[src/rtl/fq_pkg.sv]
// fq_pkg: constants, word type and demux state encoding shared by the fair-queue blocks.
`default_nettype none

package fq_pkg;
  localparam int COUNT_LSB = 0;
  localparam int COUNT_W   = 8;
  localparam int DEST_LSB  = 8;

  typedef logic [63:0] fq_word_t;

  typedef enum logic [0:0] {
    IDLE  = 1'b0,
    BURST = 1'b1
  } fq_demux_state_t;
endpackage

`default_nettype wire

[src/rtl/fq_sat_counter.sv]
// ----------------------------------------------------------------------------
// fq_sat_counter: up-counter that either saturates at all-ones or wraps.
// Revision: 1.0
// ----------------------------------------------------------------------------
`default_nettype none

module fq_sat_counter #(
  parameter int WIDTH    = 16,
  parameter bit SATURATE = 1'b1
) (
  input  logic             clk,
  input  logic             rst,
  input  logic             inc,
  output logic [WIDTH-1:0] count
);

  always_ff @(posedge clk) begin
    if (rst) begin
      count <= '0;
    end else if (inc && !(SATURATE && (&count))) begin
      count <= count + WIDTH'(1);
    end
  end

endmodule

`default_nettype wire

[src/rtl/fq_demux.sv]
// ----------------------------------------------------------------------------
// fq_demux: splits the fair-queue output stream into bursts and steers them
// into per-destination FIFOs. Optional statistics: FQ_DEMUX_STATS_EN.
// Revision: 1.0
// ----------------------------------------------------------------------------
`default_nettype none

module fq_demux
  import fq_pkg::*;
#(
  parameter  int NUM_OUT_LOG2 = 3,
  parameter  int TIMEOUT      = 16,
  localparam int NUM_OUT      = 1 << NUM_OUT_LOG2
) (
  input  logic     clk,
  input  logic     rst,
  input  logic     in_valid,
  input  fq_word_t in_data,
  input  logic     fifo_full   [NUM_OUT],
  output logic     fifo_wrreq  [NUM_OUT],
  output fq_word_t fifo_wrdata [NUM_OUT],
  output logic     burst_done,
  output logic     burst_dropped,
  output logic     burst_error
`ifdef FQ_DEMUX_STATS_EN
  ,
  output logic [31:0] stat_words [NUM_OUT],
  output logic [15:0] stat_drops,
  output logic [15:0] stat_timeouts
`endif
);

  localparam logic [7:0] TIMEOUT_C = 8'(TIMEOUT);

  fq_demux_state_t           state, state_nxt;
  logic [NUM_OUT_LOG2-1:0]   dest, dest_nxt, hdr_dest, cur_dest;
  logic [COUNT_W-1:0]        remaining, remaining_nxt, hdr_n;
  logic                      drop, drop_nxt;
  logic [7:0]                idle_cnt, idle_cnt_nxt;
  logic                      cur_full, last_word, drop_now, timeout_hit;
  logic [NUM_OUT-1:0]        wrreq_nxt;
  logic                      done_nxt, dropped_nxt, error_nxt;

  assign hdr_n    = in_data[COUNT_LSB +: COUNT_W];
  assign hdr_dest = in_data[DEST_LSB +: NUM_OUT_LOG2];
  assign cur_dest = (state == IDLE) ? hdr_dest : dest;
  assign cur_full = fifo_full[cur_dest];
  // A header with N of 0 or 1 is its own last word.
  assign last_word   = (state == IDLE) ? (hdr_n <= COUNT_W'(1)) : (remaining == COUNT_W'(1));
  assign drop_now    = ((state == BURST) && drop) || cur_full;
  assign timeout_hit = (state == BURST) && !in_valid && ((idle_cnt + 8'd1) == TIMEOUT_C);

  always_ff @(posedge clk) begin
    if (rst) begin
      state     <= IDLE;
      dest      <= '0;
      remaining <= '0;
      drop      <= 1'b0;
      idle_cnt  <= '0;
    end else begin
      state     <= state_nxt;
      dest      <= dest_nxt;
      remaining <= remaining_nxt;
      drop      <= drop_nxt;
      idle_cnt  <= idle_cnt_nxt;
    end
  end

  always_comb begin
    state_nxt     = state;
    dest_nxt      = dest;
    remaining_nxt = remaining;
    drop_nxt      = drop;
    idle_cnt_nxt  = idle_cnt;
    case (state)
      IDLE: begin
        if (in_valid) begin
          dest_nxt      = hdr_dest;
          remaining_nxt = hdr_n - COUNT_W'(1);
          idle_cnt_nxt  = '0;
          if (last_word) begin
            drop_nxt = 1'b0;
          end else begin
            state_nxt = BURST;
            drop_nxt  = drop_now;
          end
        end
      end
      BURST: begin
        if (in_valid) begin
          remaining_nxt = remaining - COUNT_W'(1);
          idle_cnt_nxt  = '0;
          if (last_word) begin
            state_nxt = IDLE;
            drop_nxt  = 1'b0;
          end else begin
            drop_nxt = drop_now;
          end
        end else if (timeout_hit) begin
          state_nxt    = IDLE;
          drop_nxt     = 1'b0;
          idle_cnt_nxt = '0;
        end else begin
          idle_cnt_nxt = idle_cnt + 8'd1;
        end
      end
      default: state_nxt = IDLE;
    endcase
  end

  always_comb begin
    wrreq_nxt           = '0;
    wrreq_nxt[cur_dest] = in_valid && !drop_now;
    done_nxt            = in_valid && last_word;
    dropped_nxt         = done_nxt && drop_now;
    error_nxt           = timeout_hit;
  end

  always_ff @(posedge clk) begin
    if (rst) begin
      for (int i = 0; i < NUM_OUT; i++) begin
        fifo_wrreq[i]  <= 1'b0;
        fifo_wrdata[i] <= '0;
      end
      burst_done    <= 1'b0;
      burst_dropped <= 1'b0;
      burst_error   <= 1'b0;
    end else begin
      for (int i = 0; i < NUM_OUT; i++) begin
        fifo_wrreq[i] <= wrreq_nxt[i];
        if (wrreq_nxt[i]) begin
          fifo_wrdata[i] <= in_data;
        end
      end
      burst_done    <= done_nxt;
      burst_dropped <= dropped_nxt;
      burst_error   <= error_nxt;
    end
  end

`ifdef FQ_DEMUX_STATS_EN
  for (genvar i = 0; i < NUM_OUT; i++) begin : g_stat_words
    fq_sat_counter #(.WIDTH(32), .SATURATE(1'b0)) u_words (
      .clk   (clk),
      .rst   (rst),
      .inc   (wrreq_nxt[i]),
      .count (stat_words[i])
    );
  end

  fq_sat_counter #(.WIDTH(16), .SATURATE(1'b1)) u_drops (
    .clk   (clk),
    .rst   (rst),
    .inc   (dropped_nxt),
    .count (stat_drops)
  );

  fq_sat_counter #(.WIDTH(16), .SATURATE(1'b1)) u_timeouts (
    .clk   (clk),
    .rst   (rst),
    .inc   (error_nxt),
    .count (stat_timeouts)
  );
`endif

endmodule

`default_nettype wire

[config.mk]
export PLATFORM = sky130hd
export DESIGN_NAME = fq_demux
export DESIGN_NICKNAME = d
export VERILOG_FILES = /design/src/rtl/fq_pkg.sv /design/src/rtl/fq_sat_counter.sv /design/src/rtl/fq_demux.sv
export SDC_FILE = /design/constraint.sdc
export NUM_CORES = 1
export LEC_CHECK = 0
export BUFFER_PORTS_ARGS = -buffer_cell sky130_fd_sc_hd__buf_2
export CAP_MARGIN = 5
export CORE_UTILIZATION = 30
export DETAILED_ROUTE_END_ITERATION = 12
export GPL_TIMING_DRIVEN = 1
export PLACE_DENSITY = 0.63
export SETUP_SLACK_MARGIN = 0.2
export SLEW_MARGIN = 20
export SYNTH_ARGS = -nofsm -noshare
export SYNTH_HDL_FRONTEND = slang
export SYNTH_HIERARCHICAL = 1
export SYNTH_SLANG_ARGS = --single-unit
[constraint.sdc]
create_clock -name clk -period 2.1 [get_ports clk]
set_input_delay 0 -clock clk [delete_from_list [all_inputs] [get_ports clk]]
set_output_delay 0 -clock clk [all_outputs]
set_load 0.05 [all_outputs]
-- After elaboration in Yosys (flattened, before gate mapping)
Cells that the tools add are included.
- memories kept: 0
- ROM bits: 0
- flip-flop bits (word level): 544
- output and inout bits: 523
- latch bits: 0
- bits in writable memories: 0
- mux-type cells: 24
- equality and inequality tests: 5
- div/mod/pow operators: 0
- $mul: 0
- add/subtract/negate cells: 3
- bitwise operators: 3
- magnitude comparators: 4
- reductions and logical operators: 13
- shift-type cells: 0
- operators by type and width (operator ; number):
    2-to-1 mux 8 bit ; 5
    case mux 8 bit (2 select lines) ; 2
    subtractor 8 x 1 -> 8 bit (second input constant) ; 2
    2-to-1 mux 1 bit ; 12
    adder 8 x 1 -> 8 bit (second input constant) ; 1
    AND 8 bit ; 1
    == test 8 x 1 -> 1 bit (second input constant) ; 1
    == test 8 x 5 -> 1 bit (second input constant) ; 1
    <= comparator 8 x 1 -> 1 bit (second input constant) ; 1
    logical AND 1 bit ; 7
    AND reduction 2 bit ; 3
    greater-or-equal comparator 4 bit (second input constant) ; 1
    less-than comparator 3 x 4 -> 1 bit (second input constant) ; 1
    != test 2 bit (second input constant) ; 2
    inverter 3 -> 4 bit ; 1
    case mux 1 bit (2 select lines) ; 2
    binary-select mux 1 bit (select 3 bit) ; 1
    demux 1 bit (select 3 bit) ; 1
    greater-or-equal comparator 3 x 1 -> 1 bit (second input constant) ; 1
    2-to-1 mux 3 bit ; 1
    != test 3 x 2 -> 1 bit (second input constant) ; 1
    zero test 1 bit ; 2
    logical OR 1 bit ; 1
    inverter 1 bit ; 1

-- Longest topological paths before layout
Gate-level depths: netlist of the first run.
- word-level depth: 9
- mapped depth: 9

-- Worst setup path after synthesis of the first run
OpenSTA, ideal clock, no wires.
- path type: register -> register
- from: reg idle_cnt[0]
- to: reg drop
- clock period less this slack: 2.088 ns
- required time: 1.983 ns
- setup slack: 0.012 ns
- stages on the path, launching flop included: 6
- arrival time: 1.970 ns
- cells stage by stage: dfxtp_1 -> ha_1 -> or4b_1 -> a211o_1 -> or3_4 -> a32o_1
- cells in the longest elaborated chain, start to end: 5
- ends and longest elaborated chain (item ; RTL line ; source):
    start: declaration ; fq_demux.sv:39 ; logic [7:0] idle_cnt, idle_cnt_nxt;
    start signal: assignment ; fq_demux.sv:65 ; idle_cnt <= idle_cnt_nxt;
    adder 8 x 1 -> 8 bit ; fq_demux.sv:51 ; assign timeout_hit = (state == BURST) && !in_valid && ((idle_cnt + 8'd1) == TIMEOUT_C);
    == test 8 x 5 -> 1 bit ; fq_demux.sv:51 ;
    logical AND 1 bit ; fq_demux.sv:51 ;
    != test 3 x 2 -> 1 bit (no line) ; -- ;
    AND reduction 2 bit (no line) ; -- ;
    end signal: assignment ; fq_demux.sv:64 ; drop <= drop_nxt;
    end: declaration ; fq_demux.sv:38 ; logic drop, drop_nxt;
Every way passes these cells.
A chain may end at the register's enable or synchronous reset.

-- Worst setup path in the final report of the first run
- from: reg state
- to: reg fifo_wrdata[160] (netlist name)
- cells in the longest elaborated chain, start to end: 9
- ends and longest elaborated chain (item ; RTL line ; source):
    start: declaration ; fq_demux.sv:35 ; fq_demux_state_t state, state_nxt;
    start signal: assignment ; fq_demux.sv:61 ; state <= state_nxt;
    2-to-1 mux 3 bit ; fq_demux.sv:46 ; assign cur_dest = (state == IDLE) ? hdr_dest : dest;
    inverter 3 -> 4 bit (not written as such) ; fq_demux.sv:47 ; assign cur_full = fifo_full[cur_dest];
    binary-select mux 1 bit (select 3 bit) ; fq_demux.sv:47 ;
    2-to-1 mux 1 bit (not written as such) (2 in series) ; fq_demux.sv:47 ;
    logical OR 1 bit ; fq_demux.sv:50 ; assign drop_now = ((state == BURST) && drop) || cur_full;
    zero test 1 bit ; fq_demux.sv:113 ; wrreq_nxt[cur_dest] = in_valid && !drop_now;
    logical AND 1 bit ; fq_demux.sv:113 ;
    AND 8 bit (no line) * ; -- ;
    end signal: indexed assignment ; fq_demux.sv:132 ; fifo_wrdata[i] <= in_data;
    end: declaration ; fq_demux.sv:21 ; output fq_word_t fifo_wrdata [NUM_OUT],
Every way passes the cells marked *; elsewhere a longest branch is shown, timed or not. The select of a mux whose other input is x is not followed.

==> impl_metrics.py, run 1 <==
metrics = {
    "status": {
        "status": "finished with violations",
        "violations": "setup timing",
    },
    "clock_network": {
        "path_clk_slew_ns": 0.06,
        "cts.sinks": 544,
        "clock_latency_ns": 0.61,
        "htreeDepth": 2,
        "cts-root-buf": "clkbuf_16",
        "cts_buffers": 58,
        "tritoncts": "built",
        "clk_path_buf_depth": 3,
    },
    "die": {
        "die_h_um": 260,
        "num_rows": 94,
        "dieArea_um2": 67700,
        "die_width_um": 260,
        "boundaryPins": 598,
        "initial_core_util_pct": 30.4,
        "design.core.area_um2": 65900,
    },
    "layout": {
        "diodes": 0,
        "finish.utilization_pct": 48.5,
        "area_growth_pct": 59.6,
        "multi_input_area_um2": 10200,
        "layout-drive-gt1-share_pct": 40.4,
        "fin_area_um2": 31900,
        "layout.nets": 3304,
        "fillers": 6094,
        "ff_latch_area_um2": 10900,
        "final_cells": 4134,
    },
    "place": {
        "dpl_worst_slack_ns": -0.0364,
        "post_dp_cell_area_um2": 24300,
        "place_hpwl_um": 50700,
        "port_buffers": 597,
        "gp_congestion": 0.838,
        "dp_cells": 3822,
    },
    "worst_setup_path": {
        "crit_path_start_kind": "flop",
        "crit_arrival_ns": 2.65,
        "worst_setup_path_end_kind": "flop",
        "cp.required_ns": 2.63,
        "critPathKind": "reg -> reg",
        "crit_fanout": 7,
    },
    "synth": {
        "synth_mux_area_share_pct": 0.375,
        "synth_top_area_share_pct": 54.5,
        "synth.most_common_cell": "nand2_1",
        "ys_async_sr_fraction_pct": 0,
        "syn_nets": 2619,
        "synth-warning-count": 6,
        "syn_area_um2": 20000,
        "ys_ff_latch": 544,
        "synth_top_family_by_area": "simple AND/OR/NAND/NOR gates",
        "synth_edf_count": 0,
        "synth_seq_area_share_pct": 54.5,
        "ys_top_cells_by_area": "dfxtp_1 (54%), nand2_1 (15%), a21oi_1 (13%)",
        "synth_common_cells": "nand2_1 (791), dfxtp_1 (544), a21oi_1 (517)",
        "synthXorXnorAreaFrac_pct": 0.526,
        "synth_cells": 2538,
        "synthAdderAreaFrac_pct": 0.375,
        "syn_area_per_cell_um2": 7.88,
        "synth_ff_type": "dfxtp_1",
        "yosys.area.top_type": "dfxtp_1",
        "synth_simple_gate_area_share_pct": 20.9,
        "synth-compound-area-share_pct": 17.5,
        "synth_cell_type_count": 58,
    },
    "global_routing": {
        "antenna_found_initial": 0,
        "track_usage_pct": 23.8,
        "grt_pass1_wl_um": 123000,
        "grt_max_degree": 131,
        "grt_pass1_vias": 18700,
        "grt_overflow": 0,
    },
    "sta": {
        "fmax_mhz": 473,
        "hold_violations": 0,
        "layout_setup_ws_ns": -0.0150,
        "fin_crit_ns": 2.12,
        "relSlewSlack_pct": 46.3,
        "finalCritPeriodShare_pct": 101,
        "whs_ns": 0.0750,
        "finClkSkew_ns": 0.00855,
        "drv_slew": 0,
        "rsz0062_at_grt": "yes",
        "finalSetupTns_ns": -0.0150,
        "setup_viol_count_final": 1,
        "worst_pin_slew_ns": 0.805,
    },
    "routing": {
        "drcViolationCount": 0,
        "vias_per_cell": 5.20,
        "vias": 21500,
        "wl_per_cell_um": 23.3,
        "antenna_left": 0,
        "drt-initial-drc-count": 2028,
        "wirelength_um": 96400,
        "first_pass_iters": 6,
    },
    "flow_run": {
        "cap_violations": 0,
    },
    "power": {
        "power_mw": 24.4,
        "cellLeakagePower_nw": 13.0,
        "power_density_nw_per_um2": 765,
        "peakVddDrop_mv": 0.710,
    },
    "min_path": {
        "holdCritPathClass": "in -> reg",
    },
}
-- critical path: stages (launching register included) --
cell     delay, ns
dfxtp_4       0.37
buf_12        0.14
buf_8         0.13
and4b_2       0.26
o31ai_4       0.30
buf_12        0.16
buf_12        0.12
buf_16        0.16
buf_8         0.14
nand3_2       0.08
a21oi_2       0.15
-- cell usage in the layout (no fill, tap or decap), types with 6 or more instances in the layout --
master           n
dlygate4sd3_1   70
or3_4            8
a21oi_1        358
nand2_1        652
nand3_1         70
nand2_2         32
nor4_1           6
clkbuf_8        15
nand3_4         27
dfxtp_1        540
xor2_1           7
a21oi_2        159
nor3_4           6
o21ai_0        124
clkinv_2         8
nand4_1          7
buf_12          57
inv_1           11
clkbuf_1        15
nand2_4        107
buf_8           22
buf_4           44
clkbuf_16       90
buf_6           25
nor2_1          25
o21ai_1         10
buf_16          43
nand3_2         38
buf_2          596
-- layer usage --
metal  track usage [%]  up-vias  part of all wire, %
li1                  -     9814                    -
met1              30.7    10300                   40
met2              38.6     1111                   47
met3              5.24      247                  8.2
met4              9.13        0                  4.6
met5                 0        -                    0
-- final cells by class --
class                   instances  area share (%)
clock buffers                  91            5.61
clock inverters                16           0.600
inverters                      12           0.141
multi-input cells            1720            32.0
flip-flops and latches        544            34.2
well taps                     864            3.39
repair buffers                887            24.2
-- sequential cells by signal, indices dropped and copies added, names as in the netlist --
signal         flops
burst_error        1
idle_cnt           8
drop               1
dest               3
fifo_wrreq         8
burst_dropped      1
remaining          8
state              1
burst_done         1
fifo_wrdata      512
-- worst paths after layout --
path | startpoint | endpoint | slack [ns] | cells after the start
setup / recovery | state | fifo_wrdata[160] | -0.02 | 10
hold / removal | fifo_full[1] | fifo_wrreq[5] | 0.07 | 5
setup reg to reg | state | fifo_wrdata[160] | -0.02 | 10
hold reg to reg | fifo_wrdata[445] | fifo_wrdata[445] | 0.45 | 2
-- report_power, final --
group / switching, mW / internal, mW
registers: 0.120 / 10.5
logic: 2.09 / 0.988
clock network: 4.41 / 6.31
total: 6.62 / 17.8
-- cell families (layout without fill, tap and decap cells) --
| logic type | after synthesis | count (layout) |
|---|---|---|
| flip-flops | 544 | 544 |
| AND/OR/NAND/NOR | 1012 | 1013 |
| adder cells (fa/ha/maj) | 6 | 6 |
| multiplexers | 7 | 7 |
| buffers and inverters | 275 | 1006 |
| AO/OA/AOI/OAI | 682 | 682 |
| XOR/XNOR | 12 | 12 |
-- what timing repair did --
| action | in CTS | in global routing |
|---|---|---|
| pin swaps | 34 | 212 |
| setup endpoints to repair | 525 | 504 |
| buffers inserted | 40 | 28 |
| hold endpoints to repair | 529 | 0 |
| hold buffers | 70 | 0 |
| gates resized for setup | 99 | 555 |
| gates cloned | 28 | 39 |
No activity file was read; power rests on OpenSTA's default activity.
==> run 2, diff against run 1 <==
--- a/config.mk
+++ b/config.mk
@@ -10,7 +10,7 @@
 export CORE_UTILIZATION = 30
 export DETAILED_ROUTE_END_ITERATION = 12
 export GPL_TIMING_DRIVEN = 1
-export PLACE_DENSITY = 0.63
+export PLACE_DENSITY = 0.5
 export SETUP_SLACK_MARGIN = 0.2
 export SLEW_MARGIN = 20
 export SYNTH_ARGS = -nofsm -noshare
==> run 2 against run 1 <==
The flow now finishes without violations; wire length is 1.9% higher; final area is 5.7% lower; clock power rose by 4%; sequential share of layout area increased by 2.1 points; utilization shrank 2.8 points; clock skew is 0.018 ns higher; hold slack better by 0.030 ns; total power grew 0.89%; combinational power is 4% lower; setup slack better by 0.11 ns; maximum frequency grew 5.2%; critical path depth shrank 5; critical endpoint is now drop; largest cell class unchanged.
==> impl_metrics.py, run 2 (synthesis gave the netlist of run 1 again) <==
metrics = {
    "status": {
        "status": "finished, final reports clean",
    },
    "sta": {
        "hold_violations": 0,
        "rsz0062_at_grt": "yes",
        "finalCritPeriodShare_pct": 95.7,
        "drv_slew": 0,
        "worst_pin_slew_ns": 0.780,
        "fmax_mhz": 498,
        "finClkSkew_ns": 0.0267,
        "fin_crit_ns": 2.01,
        "finalSetupTns_ns": 0,
        "setup_viol_count_final": 0,
        "relSlewSlack_pct": 48.0,
    },
    "clock_network": {
        "clk_path_buf_depth": 3,
        "tritoncts": "built",
        "path_clk_slew_ns": 0.06,
        "cts.sinks": 544,
        "cts-root-buf": "clkbuf_16",
        "cts_buffers": 60,
        "htreeDepth": 2,
        "clock_latency_ns": 0.62,
    },
    "routing": {
        "wl_per_cell_um": 23.9,
        "first_pass_iters": 7,
        "antenna_left": 0,
        "wirelength_um": 98300,
        "drt-initial-drc-count": 1803,
        "drcViolationCount": 0,
        "vias_per_cell": 5.16,
        "vias": 21200,
    },
    "die": {
        "dieArea_um2": 67700,
        "num_rows": 94,
        "boundaryPins": 598,
        "die_width_um": 260,
        "design.core.area_um2": 65900,
        "initial_core_util_pct": 30.4,
        "die_h_um": 260,
    },
    "place": {
        "gp_congestion": 0.866,
        "dp_cells": 3823,
        "place_hpwl_um": 54200,
        "port_buffers": 597,
    },
    "worst_setup_path": {
        "slowest_stage": "or4b_4",
        "r2r-end": "drop",
        "crit_arrival_ns": 2.50,
        "r2r_slack_ns": 0.09,
        "crit_fanout": 5,
        "critPathKind": "reg -> reg",
        "ff2ff_path_depth": 5,
        "worst_setup_path_end_kind": "flop",
        "cp.required_ns": 2.59,
        "crit_path_start_kind": "flop",
        "slowest_delay_ns": 0.51,
        "reg2reg_from": "idle_cnt[0]",
        "crit_path_cell_trace": "ha_4 -> or4b_4 -> a211o_1 -> or3_4 -> a32o_1",
    },
    "min_path": {
        "hold_end": "fifo_wrdata[434]",
        "min_from": "fifo_full[6]",
        "holdCritPathClass": "in -> reg",
        "hold_path_depth": 6,
    },
    "global_routing": {
        "track_usage_pct": 23.4,
        "busiest_layer": "met2",
        "antenna_found_initial": 2,
        "grt_pass1_vias": 18900,
        "grt_pass1_wl_um": 121000,
        "grt_max_degree": 143,
        "use_met3_pct": 6.06,
        "met1_usage_pct": 29.7,
        "grt_overflow": 0,
        "met2_usage_pct": 38.5,
    },
    "layout": {
        "layout-drive-gt1-share_pct": 34.8,
        "layout.nets": 3271,
        "largest_reg_flops": 512,
        "top_register": "fifo_wrdata",
        "final_common_cell": "nand2_1",
        "fillers": 6395,
        "multi_input_area_um2": 9090,
        "final_cells": 4106,
        "ff_latch_area_um2": 10900,
        "final_cell_mix": "nand2_1 (748), buf_2 (596), dfxtp_1 (535)",
        "area_growth_pct": 50.5,
        "diodes": 0,
    },
    "power": {
        "p_switching_mw": 6.66,
        "cellLeakagePower_nw": 12.4,
        "combPwrFrac_pct": 12.0,
        "swShare_pct": 27.0,
        "cell_internal_pwr_mw": 18.0,
        "p_seq_share_pct": 43.1,
        "p_clk_share_pct": 44.9,
        "power_mw": 24.6,
        "power_density_nw_per_um2": 819,
        "peakVddDrop_mv": 0.522,
    },
    "flow_run": {
        "cap_violations": 0,
    },
}
## run 2: how the worst max path moves through the flow
stage,from,to,slack [ns],depth (start not counted)
after floorplan,idle_cnt[0],drop,0.14,5
after global placement,state,fifo_wrreq[5],0.06,6
after detailed placement,state,fifo_wrdata[496],0.03,7
after CTS,idle_cnt[0],drop,0.07,5
after global routing,state,fifo_wrreq[5],0.03,7
final,idle_cnt[0],drop,0.09,5
## run 2: routing by layer
layer	vias up	share of wire, %
li1	9752	-
met1	10300	40
met2	953	48
met3	172	8.4
met4	0	3.5
met5	-	0
## run 2: area by class of cell
type	count	area share, %
Sequential cell	544	36.2
Inverter	12	0.150
Multi-Input combinational cell	1719	30.2
Tap cell	864	3.59
Clock buffer	87	6.10
Clock inverter	27	0.885
Timing Repair Buffer	853	22.8
## run 2: power groups by stage
stage | combinational, mW | clock [mW] | sequential, mW
6_report | 2.96 | 11.1 | 10.6
5_1_grt | 3.08 | 11.7 | 10.6
4_1_cts | 2.45 | 11.2 | 10.6
3_5_place_dp | 2.24 | 0 | 10.9
3_3_place_gp | 2.22 | 0 | 10.8
2_1_floorplan | 0.840 | 0 | 11.4
## run 2: timing repair
item,4_1_cts,5_1_grt
hold endpoints to repair,525,0
setup buffers,12,27
gates cloned,7,53
pin swaps,11,132
hold buffers,70,0
endpoints found under the setup margin,522,453
gates resized for setup,35,364
## run 2: through the flow
step	setup WS (ns)	utilization, %	hold WS (ns)	cell area (um2)
6_report	0.0901	45.7	0.105	30100
5_1_grt	0.0311	45.7	0.0786	30100
4_1_cts	0.0677	41.7	0.0271	27500
3_5_place_dp	0.0327	36.8	0.342	24200
3_3_place_gp	0.0581	36.8	0.342	24200
2_1_floorplan	0.137	-	0.219	20000
## run 2: critical path: cells and delay by family, from the launching register on
family / cells / cell delay [ns]
adder cells (fa/ha/maj): 1 / 0.16
AND/OR/NAND/NOR: 2 / 0.89
AO/OA/AOI/OAI: 2 / 0.49
flip-flops: 1 / 0.36
